[config.mk]
export PLATFORM = sky130hd
export DESIGN_NAME = traffic_light_monitor
export DESIGN_NICKNAME = d
export VERILOG_FILES = /design/src/rtl/traffic_light_monitor.sv
export SDC_FILE = /design/constraint.sdc
export NUM_CORES = 1
export LEC_CHECK = 0
export ABC_AREA = 1
export CAP_MARGIN = 10
export CORE_MARGIN = 4
export CORE_UTILIZATION = 53
export DETAILED_ROUTE_END_ITERATION = 10
export PLACE_DENSITY = 0.79
export SLEW_MARGIN = 10
export SYNTH_ARGS = -nofsm -noshare
export SYNTH_HDL_FRONTEND = slang
export SYNTH_SLANG_ARGS = --single-unit
[constraint.sdc]
create_clock -name clk -period 2.2 [get_ports clk]
set_input_delay 0.66 -clock clk [delete_from_list [all_inputs] [get_ports clk]]
set_output_delay 0.66 -clock clk [all_outputs]
set_load 0.01 [all_outputs]
[src/rtl/traffic_light_monitor.sv]
// Lamp-side supervisor: decodes the controller's lamp outputs into a phase,
// flags illegal combinations, illegal transitions and stuck phases, and counts R->G->Y->R cycles.
module traffic_light_monitor #(
    parameter int MAX_DWELL = 16,
    parameter int CNT_W     = 8
) (
    input  logic             clk,
    input  logic             reset_n,
    input  logic             enable,
    input  logic             red,
    input  logic             yellow,
    input  logic             green,
    input  logic             clear_fault,
    output logic [1:0]       phase,
    output logic             fault,
    output logic [1:0]       fault_code,
    output logic [CNT_W-1:0] cycle_count,
    output logic             cycle_done
);

    localparam int DW_W = $clog2(MAX_DWELL + 1);
    localparam logic [DW_W-1:0] DWELL_LIMIT = DW_W'(MAX_DWELL);

    localparam logic [1:0] PH_NONE   = 2'b00;
    localparam logic [1:0] PH_RED    = 2'b01;
    localparam logic [1:0] PH_GREEN  = 2'b10;
    localparam logic [1:0] PH_YELLOW = 2'b11;

    localparam logic [1:0] CODE_NONE    = 2'b00;
    localparam logic [1:0] CODE_COMBO   = 2'b01;
    localparam logic [1:0] CODE_TRANS   = 2'b10;
    localparam logic [1:0] CODE_STUCK   = 2'b11;

    typedef enum logic [1:0] {IDLE, SYNC, TRACK, FAULT} state_e;

    state_e           state_q, state_d;
    logic [1:0]       phase_q, phase_d;
    logic             fault_q, fault_d;
    logic [1:0]       code_q, code_d;
    logic [CNT_W-1:0] cnt_q, cnt_d;
    logic             done_q, done_d;
    logic [DW_W-1:0]  dwell_q, dwell_d;

    logic             lampLegal;
    logic [1:0]       samplePhase;
    logic [DW_W-1:0]  dwellInc;
    logic             legalStep;

    always_comb begin
        lampLegal   = $onehot({red, yellow, green});
        samplePhase = PH_NONE;
        if (red)         samplePhase = PH_RED;
        else if (green)  samplePhase = PH_GREEN;
        else if (yellow) samplePhase = PH_YELLOW;
        dwellInc  = dwell_q + DW_W'(1);
        legalStep = (phase_q == PH_RED    && samplePhase == PH_GREEN)  ||
                    (phase_q == PH_GREEN  && samplePhase == PH_YELLOW) ||
                    (phase_q == PH_YELLOW && samplePhase == PH_RED);
    end

    // Control priority: enable low, then clear_fault, then fault detection.
    always_comb begin
        state_d = state_q;
        phase_d = phase_q;
        fault_d = fault_q;
        code_d  = code_q;
        cnt_d   = cnt_q;
        done_d  = 1'b0;
        dwell_d = dwell_q;
        if (!enable) begin
            state_d = IDLE;
            phase_d = PH_NONE;
            fault_d = 1'b0;
            code_d  = CODE_NONE;
            dwell_d = '0;
        end else begin
            case (state_q)
                IDLE: begin
                    state_d = SYNC;
                    phase_d = PH_NONE;
                    fault_d = 1'b0;
                    code_d  = CODE_NONE;
                    dwell_d = '0;
                end
                SYNC: begin
                    if (lampLegal) begin
                        state_d = TRACK;
                        phase_d = samplePhase;
                        dwell_d = DW_W'(1);
                    end
                end
                TRACK: begin
                    if (clear_fault) begin
                        state_d = SYNC;
                    end else if (!lampLegal) begin
                        state_d = FAULT;
                        fault_d = 1'b1;
                        code_d  = CODE_COMBO;
                    end else if (samplePhase == phase_q) begin
                        dwell_d = dwellInc;
                        if (dwellInc == DWELL_LIMIT) begin
                            state_d = FAULT;
                            fault_d = 1'b1;
                            code_d  = CODE_STUCK;
                        end
                    end else if (legalStep) begin
                        phase_d = samplePhase;
                        dwell_d = DW_W'(1);
                        if (samplePhase == PH_RED) begin
                            cnt_d  = cnt_q + CNT_W'(1);
                            done_d = 1'b1;
                        end
                    end else begin
                        state_d = FAULT;
                        fault_d = 1'b1;
                        code_d  = CODE_TRANS;
                    end
                end
                FAULT: begin
                    fault_d = 1'b1;
                    if (clear_fault) begin
                        state_d = SYNC;
                        fault_d = 1'b0;
                        code_d  = CODE_NONE;
                    end
                end
                default: state_d = IDLE;
            endcase
        end
    end

    always_ff @(posedge clk or negedge reset_n) begin
        if (!reset_n) begin
            state_q <= IDLE;
            phase_q <= PH_NONE;
            fault_q <= 1'b0;
            code_q  <= CODE_NONE;
            cnt_q   <= '0;
            done_q  <= 1'b0;
            dwell_q <= '0;
        end else begin
            state_q <= state_d;
            phase_q <= phase_d;
            fault_q <= fault_d;
            code_q  <= code_d;
            cnt_q   <= cnt_d;
            done_q  <= done_d;
            dwell_q <= dwell_d;
        end
    end

    assign phase       = phase_q;
    assign fault       = fault_q;
    assign fault_code  = code_q;
    assign cycle_count = cnt_q;
    assign cycle_done  = done_q;

endmodule

==> impl_metrics.toml, run 1 <==
[synthesis]
synth.area.top_cells = "dfrtp_1 39%, nand2_1 12%, nand3_1 6.4%"
ys.flop_type = "dfrtp_1"
synth_edf_count = 0
synthesis.nets = 179
postSynthAreaPerCell_um2 = 8.08
synthArstFlopShare = 1.00
synth_area_leader_cell = "dfrtp_1"
yosys_warnings = 0
ys_seq_area_frac = 0.394
synth_cell_types = 27
netlist_area_um2 = 1330
syn_inst = 165
yosys_register_bits = 21
synth_top_area_frac = 0.394

[pwr]
leakagePower_nw = 0.995
p_per_area_nw_per_um2 = 552
p_int_uw = 625
p_seq_frac = 0.455
p_comb_frac = 0.348
p_clk_frac = 0.197
p_sw_frac = 0.370
p_total_uw = 992
peakVddDrop_mv = 0.441
net-switching-power_uw = 367

[floorplan]
core_region_area_um2 = 2300
rows = 17
initial_core_util = 0.580
die_area_um2 = 3380
die_h_um = 58.1
die_x_um = 58.1
pin_count = 21

[clocking]
cts.reportedPaths.clkPinSlew_ns = 0.13
cts_buffers = 3
tritoncts = "yes"
cts.path.max_buffers = 2
cts_max_level = 1
numClockSinks = 21
hold_buffers = 0
clk_latency_ns = 0.31
root_buffer = "clkbuf_4"

[timing]
period_share = 0.985
hold_violations = 0
timing.slew.headroom = 0.753
fmax_mhz = 462
setup_viol = 0
worst_slew_pin_slew_ns = 0.367
worst_hold_slack_ns = 0.494
fin_skew_ns = 0.00588
final_max_slew_viol_count = 0
min_period_ns = 2.17

[place]
port_buffers = 20
dp.final_hpwl_um = 2460
gp_congestion = 0.922

[global_routing]
gr-usage-all-layers = 0.214
grt_pass1_wl_um = 5550
grt-busiest-layer = "met2"
overflow = 0
grtUsageMet2 = 0.390
grt_max_degree = 22
antenna_found_initial = 0
grt_use_met3 = 0.0401
first_global_vias = 1295
use_met1 = 0.237

[critical_path]
critical_path_class = "primary input to register"
cp.arrival_ns = 2.38
end_kind = "register"
path_max_fanout = 4
cp.required_ns = 2.41
start_kind = "primary input"

[layout]
fin_nets = 227
layout_commonest_cell = "nand2_1"
drive_above_1_share = 0.231
final_cell_mix = "40 x nand2_1, 22 x buf_4, 21 x dfrtp_1, 20 x inv_1"
syn_to_final_growth_pct = 35.0
antenna_cells = 0

[drt]
vias_per_cell = 5.42
wl_per_cell_um = 14.0
vias = 1301
totalWireLength_um = 3350
first_iter_violations = 51
firstDrtPassIters = 6
drc = 0
antenna_left = 0

[status]
status = "finished clean"

[job]
drv_cap = 0

[min_path]
min_path_type = "register to register"
[repair_timing]
item,4_1_cts,5_1_grt
setup endpoints to repair,17,8
resized for setup,10,4
buffers inserted,3,1
pin swaps,6,3
[per-layer routing]
layer  share of wire  wire [µm]
met5               0          0
met4           0.028         93
met3           0.043        144
met2            0.51       1710
met1            0.42       1400
[flip-flops by register name, summed over array words and instances (netlist names)]
| signal | cells |
|---|---|
| cycle_count | 8 |
| cycle_done | 1 |
| dwell_q | 5 |
| fault | 1 |
| fault_code | 2 |
| phase | 2 |
| state_q | 2 |
[logic make-up (layout without fill, tap and decap cells)]
| kind of cell | after synthesis | in the layout | share of synthesized area |
|---|---|---|---|
| buffers and inverters | 24 | 71 | 0.0676 |
| AOI/OAI and AO/OA | 17 | 17 | 0.0667 |
| muxes | 1 | 1 | 0.00845 |
| xor gates and xnor gates | 7 | 7 | 0.0460 |
| and+or+nand+nor | 88 | 88 | 0.346 |
| adders and majority gates | 7 | 7 | 0.0714 |
| DFF | 21 | 21 | 0.394 |
[final timing paths]
check	startpoint	slack, ns	cells past startpoint	endpoint
worst max-delay path	yellow	0.03	9	cycle_count[1]
worst min-delay path	cycle_count[7]	0.49	1	cycle_count[7]
worst max register to register	state_q[0]	0.37	9	cycle_count[1]
worst min register to register	cycle_count[7]	0.49	1	cycle_count[7]
max in group asynchronous	reset_n	1.31	2	fault_code[0]
min in group asynchronous	reset_n	0.67	2	phase[1]
[power groups by stage]
| stage | Sequential, mW | Combinational, mW | Clock (mW) |
|---|---|---|---|
| after floorplan | 0.453 | 0.186 | 0 |
| after global placement | 0.453 | 0.307 | 0 |
| after detailed placement | 0.457 | 0.320 | 0 |
| after CTS | 0.451 | 0.327 | 0.196 |
| after global routing | 0.457 | 0.385 | 0.215 |
| final | 0.452 | 0.345 | 0.196 |
[per-stage QoR]
step                       util  instance area, µm²  setup WS, ns  instances  setup TNS, ns
after detailed placement  0.747                1720        -0.664        232         -10.97
final                     0.783                1800        0.0339        240              0
after CTS                 0.770                1770        0.0407        239              0
after global placement    0.747                1720        -0.576        232          -9.81
after global routing      0.783                1800     -0.000875        240      -0.000875
after floorplan               -                1340       -0.0649        165         -0.198
[area by class of cell]
type / instances / area, µm²
fill: 158 / 498
timing repair buffer: 43 / 370
sequential: 21 / 526
multi-input combinational: 120 / 747
inverter: 24 / 93.8
clock buffer: 3 / 22.5
clock inverter: 1 / 5.00
tap: 28 / 35.0
[cell usage after synthesis, types with 2 or more instances]
cell type and number:
xnor2_1 4, inv_1 22, nand3b_1 2, o21ai_0 10, nor2_4 2, nor2_1 7
dfrtp_1 21, xor2_1 3, ha_1 6, nor4_1 2, nand3_1 17, nand4_1 5
a21oi_1 4, inv_2 2, nor3_1 3, nand2_1 42, nand2_4 3
[critical path, stage by stage]
cell           delay [ns]
dlygate4sd2_1        0.26
inv_2                0.08
fa_2                 0.48
nor2_8               0.14
nand2_4              0.07
nor3_4               0.11
buf_6                0.14
buf_4                0.11
mux2_2               0.33
Power figures use the tool's default switching activity.
==> run 2, diff against run 1 <==
--- a/config.mk
+++ b/config.mk
@@ -7,10 +7,13 @@
 export LEC_CHECK = 0
 export ABC_AREA = 1
 export CAP_MARGIN = 10
+export CELL_PAD_IN_SITES_DETAIL_PLACEMENT = 1
+export CELL_PAD_IN_SITES_GLOBAL_PLACEMENT = 2
+export CORE_ASPECT_RATIO = 2
 export CORE_MARGIN = 4
-export CORE_UTILIZATION = 53
+export CORE_UTILIZATION = 31
 export DETAILED_ROUTE_END_ITERATION = 10
-export PLACE_DENSITY = 0.79
+export PLACE_DENSITY_LB_ADDON = 0.1
 export SLEW_MARGIN = 10
 export SYNTH_ARGS = -nofsm -noshare
 export SYNTH_HDL_FRONTEND = slang
==> impl_metrics.toml, run 2 (synthesis gave the netlist of run 1 again) <==
[status]
status = "finished clean"

[drt]
wl_per_cell_um = 13.6
antenna_left = 0
totalWireLength_um = 3600
drc = 0
vias = 1279
first_iter_violations = 12
firstDrtPassIters = 4
vias_per_cell = 4.83

[pwr]
p_total_mw = 1.08
p_per_area_nw_per_um2 = 579
peakVddDrop_mv = 0.336
leakagePower_nw = 1.00

[timing]
fin_skew_ns = 0.00340
hold_violations = 0
period_share = 0.957
fmax_mhz = 475
worst_slew_pin_slew_ns = 0.342
layout_setup_ws_ns = 0.0935
final_max_slew_viol_count = 0
tns_ns = 0
timing.slew.headroom = 0.770
min_period_ns = 2.11
rsz0062_at_grt = "true"
setup_viol = 0

[place]
gp_congestion = 0.778
dp_slack_ns = -0.677
port_buffers = 20
dp.final_hpwl_um = 3040

[floorplan]
die_h_um = 101
die_area_um2 = 5480
pin_count = 21
initial_core_util = 0.323
rows = 33
die_x_um = 54.4
core_region_area_um2 = 4130

[clocking]
cts.reportedPaths.clkPinSlew_ns = 0.08
cts_max_level = 1
numClockSinks = 21
cts_buffers = 3
tritoncts = "yes"
clk_latency_ns = 0.27
cts.path.max_buffers = 2
root_buffer = "clkbuf_8"

[critical_path]
crit_path_cell_trace = "buf_8 -> clkinvlp_4 -> fa_2 -> nor2_8 -> nand2_4 -> nor3_4 -> buf_12 -> nand2_4 -> nor2_4 -> nand4_2 -> xnor2_1"
slowest_stage = "fa_2"
cp_slowest_stage_delay_ns = 0.52
end_kind = "register"
r2r_setup_slack_ns = 0.34
r2r_cells = 11
path_common_cell = "nand2_4"
path_depth = 11
rr_endpoint = "cycle_count[6]"
crit_start = "red"
r2r-start = "state_q[0]"
cp_top_family = "simple AND/OR/NAND/NOR gates"
path_max_fanout = 5
critical_path_class = "primary input to register"
cp.required_ns = 2.36
cp.arrival_ns = 2.26
crit_buf_inv = 3
start_kind = "primary input"

[layout]
seq_area_um2 = 526
fill_cells = 522
fin_nets = 228
layout_commonest_cell = "nand2_1"
final_cell_mix = "39 x nand2_1, 23 x buf_4, 21 x dfrtp_1, 20 x inv_1"
multi_input_area_um2 = 741
antenna_cells = 0
syn_to_final_growth_pct = 39.5
largest_reg_flops = 8
final_util = 0.450
drive_above_1_share = 0.244

[min_path]
hold_path.startpoint = "fault_code[1]"
whs_path_depth = 2
holdPathEnd = "fault_code[1]"
min_path_type = "register to register"

[global_routing]
antenna_found_initial = 0
overflow = 0
grt_max_degree = 22
gr-usage-all-layers = 0.163
first_global_vias = 1484
grt_pass1_wl_um = 6620

[job]
drv_cap = 0
-- run 2: cell count changes in the layout (fill, tap and decap cells not counted), sizes merged --
cell           previous run  this run
clkdlybuf4s15             1         0
buf                      24        26
clkbuf                    3         4
dlygate4sd2               1         0
-- run 2: worst max path at each step --
| stage | endpoint | slack (ns) |
|---|---|---|
| after floorplan | cycle_count[7] | -0.06 |
| after global placement | phase[1] | -0.63 |
| after detailed placement | phase[0] | -0.68 |
| after CTS | cycle_count[6] | 0.003 |
| after global routing | cycle_count[6] | -0.03 |
| final | cycle_count[6] | 0.09 |
-- run 2: routing by layer --
layer | global-route usage | up-vias | routed length [µm]
li1 | - | 635 | -
met1 | 0.180 | 619 | 1270
met2 | 0.297 | 18 | 2160
met3 | 0.0193 | 7 | 86
met4 | 0.0595 | 0 | 77
met5 | 0 | - | 0
-- run 2: tightest hold or removal path, stage by stage, from the launching register on --
cell and delay (ns):
dfrtp_1 0.35, nand2_1 0.06, nand2_1 0.05
-- run 2: final cells by class --
class,instances,area share
Multi-Input combinational cell,120,0.398
Sequential cell,21,0.283
Timing Repair Buffer,44,0.209
Inverter,24,0.0505
Tap cell,52,0.0350
Clock buffer,3,0.0222
Clock inverter,1,0.00269
-- run 2: through the flow --
step	instance area (µm²)	hold WS [ns]	cells
after floorplan	1340	0.364	165
after global routing	1860	0.531	265
after global placement	1790	0.464	260
final	1860	0.487	265
after CTS	1860	0.488	265
after detailed placement	1790	0.465	260
-- run 2: timing repair --
item / CTS / global route
pin swaps: 7 / 6
hold buffers: 0 / 0
buffers inserted: 1 / 0
resized for setup: 16 / 5
endpoints found under the setup margin: 20 / 10
hold endpoints to repair: 0 / 0
-- run 2: report_power, final --
part / internal (mW) / switching, mW
registers: 0.413 / 0.0360
logic: 0.164 / 0.205
clock network: 0.127 / 0.132
==> run 3, diff against run 2 <==
--- a/config.mk
+++ b/config.mk
@@ -10,7 +10,6 @@
 export CELL_PAD_IN_SITES_DETAIL_PLACEMENT = 1
 export CELL_PAD_IN_SITES_GLOBAL_PLACEMENT = 2
 export CORE_ASPECT_RATIO = 2
-export CORE_MARGIN = 4
 export CORE_UTILIZATION = 31
 export DETAILED_ROUTE_END_ITERATION = 10
 export PLACE_DENSITY_LB_ADDON = 0.1
==> impl_metrics.toml, run 3 (synthesis gave the netlist of run 1 again) <==
[drt]
wl_per_cell_um = 13.3
vias_per_cell = 4.77
vias = 1282
firstDrtPassIters = 4
antenna_left = 0
totalWireLength_um = 3570
first_iter_violations = 16
drc = 0

[global_routing]
grt_pass1_wl_um = 6020
grt_max_degree = 22
overflow = 0
gr-usage-all-layers = 0.169
antenna_found_initial = 0
first_global_vias = 1356

[critical_path]
end_kind = "register"
crit_path_cell_trace = "buf_8 -> clkinvlp_4 -> fa_2 -> nor2_8 -> nand2_4 -> nor3_4 -> buf_6 -> buf_4 -> mux2_2"
path_max_fanout = 4
cp_slowest_stage_delay_ns = 0.52
cp.required_ns = 2.35
r2r-start = "state_q[0]"
cp.arrival_ns = 2.30
rr_endpoint = "cycle_count[1]"
r2r_setup_slack_ns = 0.29
start_kind = "primary input"
r2r_cells = 9
slowest_stage = "fa_2"
crit_start = "red"
critical_path_class = "primary input to register"

[pwr]
p_clk_frac = 0.234
p_comb_frac = 0.346
p_per_area_nw_per_um2 = 569
leakagePower_nw = 1.03
p_total_mw = 1.08
p_int_uw = 705
net-switching-power_uw = 371
p_seq_frac = 0.419
p_sw_frac = 0.345
peakVddDrop_mv = 0.402

[min_path]
hold_path.startpoint = "fault_code[0]"
min_path_type = "register to register"
whs_path_depth = 2
holdPathEnd = "fault_code[0]"

[layout]
syn_to_final_growth_pct = 41.9
final_cells = 269
final_cell_mix = "40 x nand2_1, 27 x buf_4, 21 x dfrtp_1, 20 x inv_1"
drive_above_1_share = 0.253
largest_reg_flops = 8
fin_nets = 232
layout_commonest_cell = "nand2_1"
final_util = 0.463
antenna_cells = 0

[clocking]
cts_max_level = 1
cts_buffers = 3
tritoncts = "yes"
clk_latency_ns = 0.25
hold_buffers = 0
root_buffer = "clkbuf_8"
cts.path.max_buffers = 2
numClockSinks = 21
cts.reportedPaths.clkPinSlew_ns = 0.08

[place]
port_buffers = 20
gp_congestion = 0.829
dp.cells = 258
dp.final_hpwl_um = 2820

[floorplan]
die_x_um = 48.4
pin_count = 21
die_h_um = 94.7
rows = 33
core_region_area_um2 = 4090
die_area_um2 = 4580
initial_core_util = 0.326

[timing]
rsz0062_at_grt = "true"
setup_viol = 0
hold_violations = 0
final_max_slew_viol_count = 0
period_share = 0.981
min_period_ns = 2.16
timing.slew.headroom = 0.794
worst_slew_pin_slew_ns = 0.307
fin_skew_ns = 0.00195
fmax_mhz = 463

[job]
drv_cap = 0

[status]
status = "finished clean"
## run 3: cell count changes in the layout (fill, tap and decap cells not counted), sizes merged
| cell | previous run | this run |
|---|---|---|
| clkbuf | 4 | 5 |
| buf | 26 | 29 |
## run 3: what timing repair did
action | 4_1_cts | 5_1_grt
setup endpoints to repair | 21 | 12
pin swaps | 3 | 6
setup buffers | 2 | 5
gates resized for setup | 11 | 9
## run 3: stage by stage
stage,cell area (µm²),hold WS (ns),setup TNS [ns],setup WS (ns)
after floorplan,1340,0.364,-0.198,-0.0649
after global placement,1760,0.463,-10.91,-0.624
after detailed placement,1760,0.468,-12.41,-0.713
after CTS,1830,0.489,0,0.0137
after global routing,1890,0.504,-0.0474,-0.0436
final,1890,0.486,0,0.0415
## run 3: metal layers
metal	share of wire	up-vias	global-route usage
li1	-	643	-
met1	0.38	616	0.162
met2	0.58	19	0.359
met3	0.024	4	0.0209
met4	0.016	0	0.0466
met5	0	-	0
## run 3: worst max-delay path by stage
stage                      to  slack (ns)  depth (start not counted)
3_3_place_gp       dwell_q[2]       -0.62                          9
3_5_place_dp       dwell_q[2]       -0.71                          9
4_1_cts        cycle_count[6]        0.01                         11
5_1_grt        cycle_count[6]       -0.04                         11
6_report       cycle_count[1]        0.04                          9
2_1_floorplan  cycle_count[7]       -0.06                          9
## run 3: power groups by stage
stage / registers [mW] / clock network (mW) / logic (mW)
6_report: 0.451 / 0.252 / 0.373
5_1_grt: 0.455 / 0.286 / 0.418
4_1_cts: 0.451 / 0.271 / 0.363
3_5_place_dp: 0.459 / 0 / 0.348
3_3_place_gp: 0.456 / 0 / 0.333
2_1_floorplan: 0.453 / 0 / 0.186
## run 3: area by class of cell
type	count	area [µm²]
sequential	21	526
timing repair buffer	48	409
inverter	24	93.8
multi-input combinational	120	751
clock inverter	1	5.00
tap	52	65.1
clock buffer	3	41.3
fill	495	2200
## run 3: worst max-delay path, delay by kind of cell
family                   cells  cell delay, ns
buffers and inverters        4            0.42
multiplexers                 1            0.32
adder cells (fa/ha/maj)      1            0.52
AND/OR/NAND/NOR              3            0.39
